===== src/rtl/mult_rr_scheduler.sv =====
// Round-robin scheduler that time-shares one registered array multiplier among
// NUM_REQ requesters, with a valid/ready request side and a one-hot response side.

module rca_mult #(
    parameter int DATA_WIDTH = 32
) (
    input  logic                      clk,
    input  logic                      rst_n,
    input  logic                      enable,
    input  logic [DATA_WIDTH-1:0]     a,
    input  logic [DATA_WIDTH-1:0]     b,
    output logic [2*DATA_WIDTH-1:0]   product
);

    logic [2*DATA_WIDTH-1:0] partial_sum;

    always_comb begin
        // NOTE: blocking '=' here on purpose; each loop pass adds onto the sum built so far.
        partial_sum = '0;
        for (int i = 0; i < DATA_WIDTH; i++) begin
            if (b[i]) begin
                partial_sum = partial_sum + ({{DATA_WIDTH{1'b0}}, a} << i);
            end
        end
    end

    // The product register clears whenever the multiplier is idle.
    always_ff @(posedge clk or negedge rst_n) begin
        // NOTE: non-blocking '<=' for all state so every register samples pre-edge values.
        if (!rst_n) begin
            product <= '0;
        end else if (!enable) begin
            product <= '0;
        end else begin
            product <= partial_sum;
        end
    end

endmodule

module mult_rr_scheduler #(
    parameter int DATA_WIDTH = 32,
    parameter int NUM_REQ    = 4
) (
    input  logic                          clk,
    input  logic                          rst_n,
    input  logic [NUM_REQ-1:0]            req_valid,
    output logic [NUM_REQ-1:0]            req_ready,
    input  logic [NUM_REQ*DATA_WIDTH-1:0] req_a,
    input  logic [NUM_REQ*DATA_WIDTH-1:0] req_b,
    output logic [NUM_REQ-1:0]            rsp_valid,
    input  logic [NUM_REQ-1:0]            rsp_ready,
    output logic [2*DATA_WIDTH-1:0]       rsp_result,
    output logic                          busy
);

    localparam int IDX_W = $clog2(NUM_REQ);

    typedef enum logic [1:0] {
        IDLE = 2'd0,
        MUL  = 2'd1,
        RESP = 2'd2
    } state_t;

    state_t                  state, state_next;
    logic [DATA_WIDTH-1:0]   op_a, op_b;
    logic [IDX_W-1:0]        owner, last_grant;
    logic [IDX_W-1:0]        grant_idx, cand;
    logic                    any_valid;
    logic                    mult_en;
    logic                    accept;

    // Scan from highest to lowest distance so the nearest requester after
    // last_grant is the one left standing.
    always_comb begin
        any_valid = 1'b0;
        grant_idx = '0;
        cand      = '0;
        for (int k = NUM_REQ; k >= 1; k--) begin
            cand = IDX_W'((int'(last_grant) + k) % NUM_REQ);
            if (req_valid[cand]) begin
                any_valid = 1'b1;
                grant_idx = cand;
            end
        end
    end

    assign accept = (state == IDLE) && any_valid && rst_n;

    always_ff @(posedge clk or negedge rst_n) begin
        if (!rst_n) begin
            state <= IDLE;
        end else begin
            state <= state_next;
        end
    end

    always_comb begin
        state_next = state;
        unique case (state)
            IDLE:    if (accept) state_next = MUL;
            MUL:     state_next = RESP;
            RESP:    if (rsp_ready[owner]) state_next = IDLE;
            default: state_next = IDLE;
        endcase
    end

    always_comb begin
        // NOTE: every output gets a default first so no path through the block leaves it unassigned (no latches).
        req_ready = '0;
        rsp_valid = '0;
        if (accept) begin
            req_ready[grant_idx] = 1'b1;
        end
        if (state == RESP) begin
            rsp_valid[owner] = 1'b1;
        end
        mult_en = (state != IDLE);
        busy    = (state != IDLE);
    end

    always_ff @(posedge clk or negedge rst_n) begin
        if (!rst_n) begin
            op_a       <= '0;
            op_b       <= '0;
            owner      <= '0;
            last_grant <= IDX_W'(NUM_REQ - 1);
        end else if (accept) begin
            op_a       <= req_a[int'(grant_idx)*DATA_WIDTH +: DATA_WIDTH];
            op_b       <= req_b[int'(grant_idx)*DATA_WIDTH +: DATA_WIDTH];
            owner      <= grant_idx;
            last_grant <= grant_idx;
        end
    end

    rca_mult #(
        .DATA_WIDTH (DATA_WIDTH)
    ) u_mult (
        .clk     (clk),
        .rst_n   (rst_n),
        .enable  (mult_en),
        .a       (op_a),
        .b       (op_b),
        .product (rsp_result)
    );

endmodule


===== config.mk =====
export PLATFORM = sky130hd
export DESIGN_NAME = mult_rr_scheduler
export DESIGN_NICKNAME = d
export VERILOG_FILES = /design/src/rtl/mult_rr_scheduler.sv
export SDC_FILE = /design/constraint.sdc
export NUM_CORES = 2
export LEC_CHECK = 0
export ABC_AREA = 1
export CORE_MARGIN = 5
export CORE_UTILIZATION = 50
export CTS_CLUSTER_SIZE = 12
export DETAILED_ROUTE_END_ITERATION = 12
export PLACE_DENSITY = 0.71
export SKIP_CTS_REPAIR_TIMING = 1
export SYNTH_ARGS = -nofsm -noshare
export SYNTH_HDL_FRONTEND = slang
export SYNTH_SLANG_ARGS = --single-unit

===== constraint.sdc =====
create_clock -name clk -period 37.2 [get_ports clk]
set_input_delay 5.58 -clock clk [delete_from_list [all_inputs] [get_ports clk]]
set_output_delay 5.58 -clock clk [all_outputs]
set_load 0.01 [all_outputs]

==> impl_metrics.json, run 1 <==
{
  "htree_levels": 4,
  "worstEpCategory": "sequential cell input",
  "routabilityCongestion": 1.07,
  "grt_worst_setup_endpoint": "u_mult.product[63]$_DFF_PN0_/D",
  "synth_nets": 12800,
  "clock_sinks": 134,
  "die_h_um": 380,
  "status": "stopped before the end",
  "yosysWarnings": 0,
  "ys.flop_type": "dfrtp_1",
  "synth.distinct_cells": 71,
  "yosysSeqAreaShare_pct": 4.91,
  "avgSynthCellArea_sq_um": 5.97,
  "cts_root_buffer": "clkbuf_16",
  "postSynthCellCount": 11400,
  "start_util_pct": 50.4,
  "ios": 339,
  "grt-ovfl-total": 699,
  "io_buffers": 338,
  "clockBufferDepth": 2,
  "haltStage": "global routing (5_1_grt)",
  "cts_buffers": 17,
  "synth-async-reset-ratio_pct": 100,
  "synth_edf_count": 0,
  "synth_seq_cells": 134,
  "rows": 135,
  "syn_area_sq_um": 68400,
  "placed_cell_area_sq_um": 102000,
  "die_w_um": 380,
  "tool.error": "[ERROR GRT-0232] Routing congestion too high. Check the congestion heatmap in the GUI.",
  "grt.total_usage_pct": 74.3,
  "hpwl_um": 264000,
  "grt_max_degree": 76
}
==> logic make-up after synthesis <==
family	after synthesis	share of synthesized area, %
AO/OA/AOI/OAI	2592	21.7
XOR/XNOR	617	7.90
adder cells (fa/ha/maj)	1140	21.2
buffers and inverters	1562	9.80
flip-flops	134	4.91
multiplexers	1	0.0146
AND/OR/NAND/NOR	5396	34.4
==> cell usage after synthesis (7+ instances only) <==
| cell | count | area (sq um) |
|---|---|---|
| a21oi_1 | 1036 | 5180 |
| buf_1 | 17 | 63.8 |
| inv_2 | 29 | 109 |
| o31ai_1 | 38 | 285 |
| o21ai_0 | 625 | 3130 |
| buf_4 | 22 | 165 |
| a211oi_1 | 32 | 240 |
| clkbuf_8 | 44 | 606 |
| buf_2 | 44 | 220 |
| nand3_2 | 46 | 460 |
| nor3_1 | 107 | 536 |
| a21o_1 | 51 | 383 |
| nand3_1 | 894 | 4470 |
| nor2_1 | 1016 | 3810 |
| nand2_1 | 2665 | 10000 |
| nor4_1 | 25 | 156 |
| xnor2_1 | 250 | 2190 |
| buf_6 | 29 | 327 |
| fa_1 | 31 | 621 |
| o21ai_2 | 129 | 1130 |
| o221ai_1 | 35 | 307 |
| nand3b_1 | 30 | 225 |
| and2_1 | 198 | 1240 |
| inv_1 | 1252 | 4700 |
| a221oi_1 | 8 | 70.1 |
| clkbuf_1 | 110 | 413 |
| a21boi_1 | 28 | 210 |
| or2_2 | 187 | 1170 |
| nand4_1 | 75 | 469 |
| nor2_2 | 7 | 43.8 |
| o21a_1 | 46 | 345 |
| o21bai_1 | 72 | 541 |
| dfrtp_1 | 132 | 3300 |
| o21ai_1 | 238 | 1190 |
| a21oi_2 | 18 | 158 |
| or2_1 | 14 | 87.6 |
| o211ai_1 | 43 | 323 |
| ha_1 | 1109 | 13900 |
| a21boi_0 | 26 | 195 |
| xor2_1 | 367 | 3210 |
| a31oi_1 | 131 | 820 |
| nand2_2 | 121 | 757 |
| clkinv_1 | 10 | 37.5 |
==> metal layers <==
metal / track usage, % / GRT overflow
met1: 75.3 / 13
met2: 90.4 / 418
met3: 57.4 / 19
met4: 72.7 / 248
met5: 35.1 / 1
==> stage by stage <==
| step | setup WS [ns] | std cells | TNS (ns) |
|---|---|---|---|
| floorplan | 0.0101 | 11400 | 0 |
| global placement | -2.76 | 17300 | -28.88 |
| detailed placement | -4.06 | 17300 | -51.76 |
| CTS | -4.39 | 17300 | -60.47 |
==> inputs of run 2 (changes only) <==
Settings changed: CORE_UTILIZATION 50 to 35, CTS_CLUSTER_SIZE 12 to not set, PLACE_DENSITY 0.71 to not set, PLACE_DENSITY_LB_ADDON set to 0.15.
Clock period 37.2 ns to 48.4 ns, I/O delays scaled along.
==> run 2 against run 1 <==
  * The run now ends clean
  * Synthesized cell count unchanged
  * Area after synthesis did not move
==> impl_metrics.json, run 2 <==
{
  "cp_num_buf_inv": 22,
  "final.min_clock_period_ns": 44.51,
  "viasPerCell": 5.29,
  "synth_top_area_cell": "ha_1",
  "cpPeakStageDelay_ns": 0.80,
  "final_cells": 14200,
  "yosysWarnings": 0,
  "start_util_pct": 35.1,
  "postSynthCellCount": 11400,
  "rsz0062_at_grt": "false",
  "hpwl_um": 221000,
  "crit_path_start_kind": "flop",
  "die_w_um": 452,
  "final_hold_viol_count": 0,
  "grt_first_pass_wirelength_um": 407000,
  "die_h_um": 452,
  "yosysSeqAreaShare_pct": 4.91,
  "fmax_ghz": 0.0225,
  "syn_area_sq_um": 68400,
  "cts_buffers": 17,
  "worstSetupEndpointType": "flop",
  "grt_antenna_before_repair": 7,
  "synth_nets": 12800,
  "htree_levels": 4,
  "routabilityCongestion": 0.966,
  "die-area_sq_um": 204000,
  "min_path_type": "reg2reg",
  "ios": 339,
  "cp_max_fo": 17,
  "synthTopCellsByArea": "ha_1 20%, nand2_1 15%, a21oi_1 7.6%, inv_1 6.9%, nand3_1 6.5%",
  "largest-register": "u_mult.product",
  "final_cell_mix": "2662 x nand2_1, 1242 x inv_1, 1109 x ha_1",
  "ys.flop_type": "dfrtp_1",
  "postRouteAntennaNets": 0,
  "finClkSkew_ns": 0.0355,
  "synth_commonest_cells": "2665 x nand2_1, 1252 x inv_1, 1109 x ha_1, 1036 x a21oi_1, 1016 x nor2_1",
  "dr.pass1.iters": 6,
  "worst-setup-path-type": "reg2reg",
  "status": "complete, no violations",
  "remaining_drc_errors": 0,
  "cts_tree": "yes",
  "fin_nets": 13100,
  "drtIter0Drc": 5103,
  "rows": 162,
  "synth-async-reset-ratio_pct": 100,
  "cts.clk_slew.worst_paths_ns": 0.08,
  "crit_arrival_ns": 44.94,
  "cap_violations": 0,
  "clock_sinks": 134,
  "critPathTopFamily": "compound AO/OA/AOI/OAI gates",
  "vias": 75200,
  "synth.distinct_cells": 71,
  "avgSynthCellArea_sq_um": 5.97,
  "grt_max_degree": 87,
  "placed_cells": 14200,
  "grt.total_usage_pct": 25.0,
  "synth_seq_cells": 134,
  "fin_crit_sh_pct": 92.0,
  "slew_violations": 0,
  "first_global_vias": 71600,
  "clock_latency_ns": 0.57,
  "cts_root_buffer": "clkbuf_16",
  "worst_pin_slew_ns": 1.26,
  "coreArea_sq_um": 195000,
  "slew_headroom_pct": 15.2,
  "top_regs": "u_mult.product x64, op_a x32, op_b x32",
  "syn2layout_area_growth_pct": 9.19,
  "synth_top_area_share_pct": 20.3,
  "clockBufferDepth": 2,
  "synth_edf_count": 0,
  "io_buffers": 338,
  "cp.required_ns": 48.83,
  "hold_slack_ns": 0.553,
  "setup-tns-final_ns": 0,
  "final_common_cell": "nand2_1",
  "setup_viol": 0,
  "yosysMostFrequentCell": "nand2_1",
  "dpl_worst_slack_ns": 4.51,
  "critPathSlowestCell": "dfrtp_2",
  "layout-drive-gt1-share_pct": 6.49,
  "grt-ovfl-total": 0,
  "fin_ws_ns": 3.89,
  "detail_route.wl_per_cell_um": 18.7,
  "postRouteWirelength_um": 266000,
  "worst_path_most_repeated_cell": "nand2_1",
  "largest_reg_flops": 64
}
run 2: worst min-delay path, cell delays in order, from the launching register on:
cell and delay [ns]:
dfstp_2 0.42, inv_1 0.08, a21oi_1 0.06
run 2: layer usage:
layer | global-route usage [%] | share of wire, %
met1 | 33.2 | 46
met2 | 43.0 | 46
met3 | 1.73 | 4.0
met4 | 8.20 | 3.6
met5 | 0 | 0.0049
run 2: cells by family (layout without fill, tap and decap cells):
logic type,count (synthesis),count (layout),synth area share (%)
buffers and inverters,1562,1777,9.80
adder cells (fa/ha/maj),1140,1140,21.2
other,0,7,0
AO/OA/AOI/OAI,2592,2592,21.7
flip-flops,134,134,4.91
AND/OR/NAND/NOR,5396,5396,34.4
XOR/XNOR,617,617,7.90
multiplexers,1,1,0.0146
run 2: final cells by class:
class                           count  area, sq um
Fill cell                       21300       120000
Multi-Input combinational cell   9746        58300
Inverter                         1292         4860
Timing Repair Buffer              453         4250
Sequential cell                   134         3400
Tap cell                         2542         3180
Clock buffer                       17          425
Clock inverter                     15          183
Antenna cell                        7         17.5
run 2: metrics by stage:
step | util, % | area, sq um
after detailed placement | 38.0 | 74000
after global routing | 38.4 | 74600
final | 38.4 | 74600
after floorplan | - | 68400
after global placement | 38.0 | 74000
after CTS | 38.4 | 74600
run 2: worst paths after layout:
path	from	to	slack, ns	cells past startpoint
max reg2reg	op_a[2]$_DFFE_PN0P_	u_mult.product[62]$_DFF_PN0_	3.89	244
max in group asynchronous	rst_n	op_a[2]$_DFFE_PN0P_	40.57	2
min	last_grant[0]$_DFFE_PN1P_	last_grant[0]$_DFFE_PN1P_	0.55	2
min in group asynchronous	rst_n	u_mult.product[55]$_DFF_PN0_	6.66	1
max	op_a[2]$_DFFE_PN0P_	u_mult.product[62]$_DFF_PN0_	3.89	244
min reg2reg	last_grant[0]$_DFFE_PN1P_	last_grant[0]$_DFFE_PN1P_	0.55	2
Power of run 2 is not shown: default switching activity piles up to over one toggle a cycle in this logic, so the estimate is an artifact.
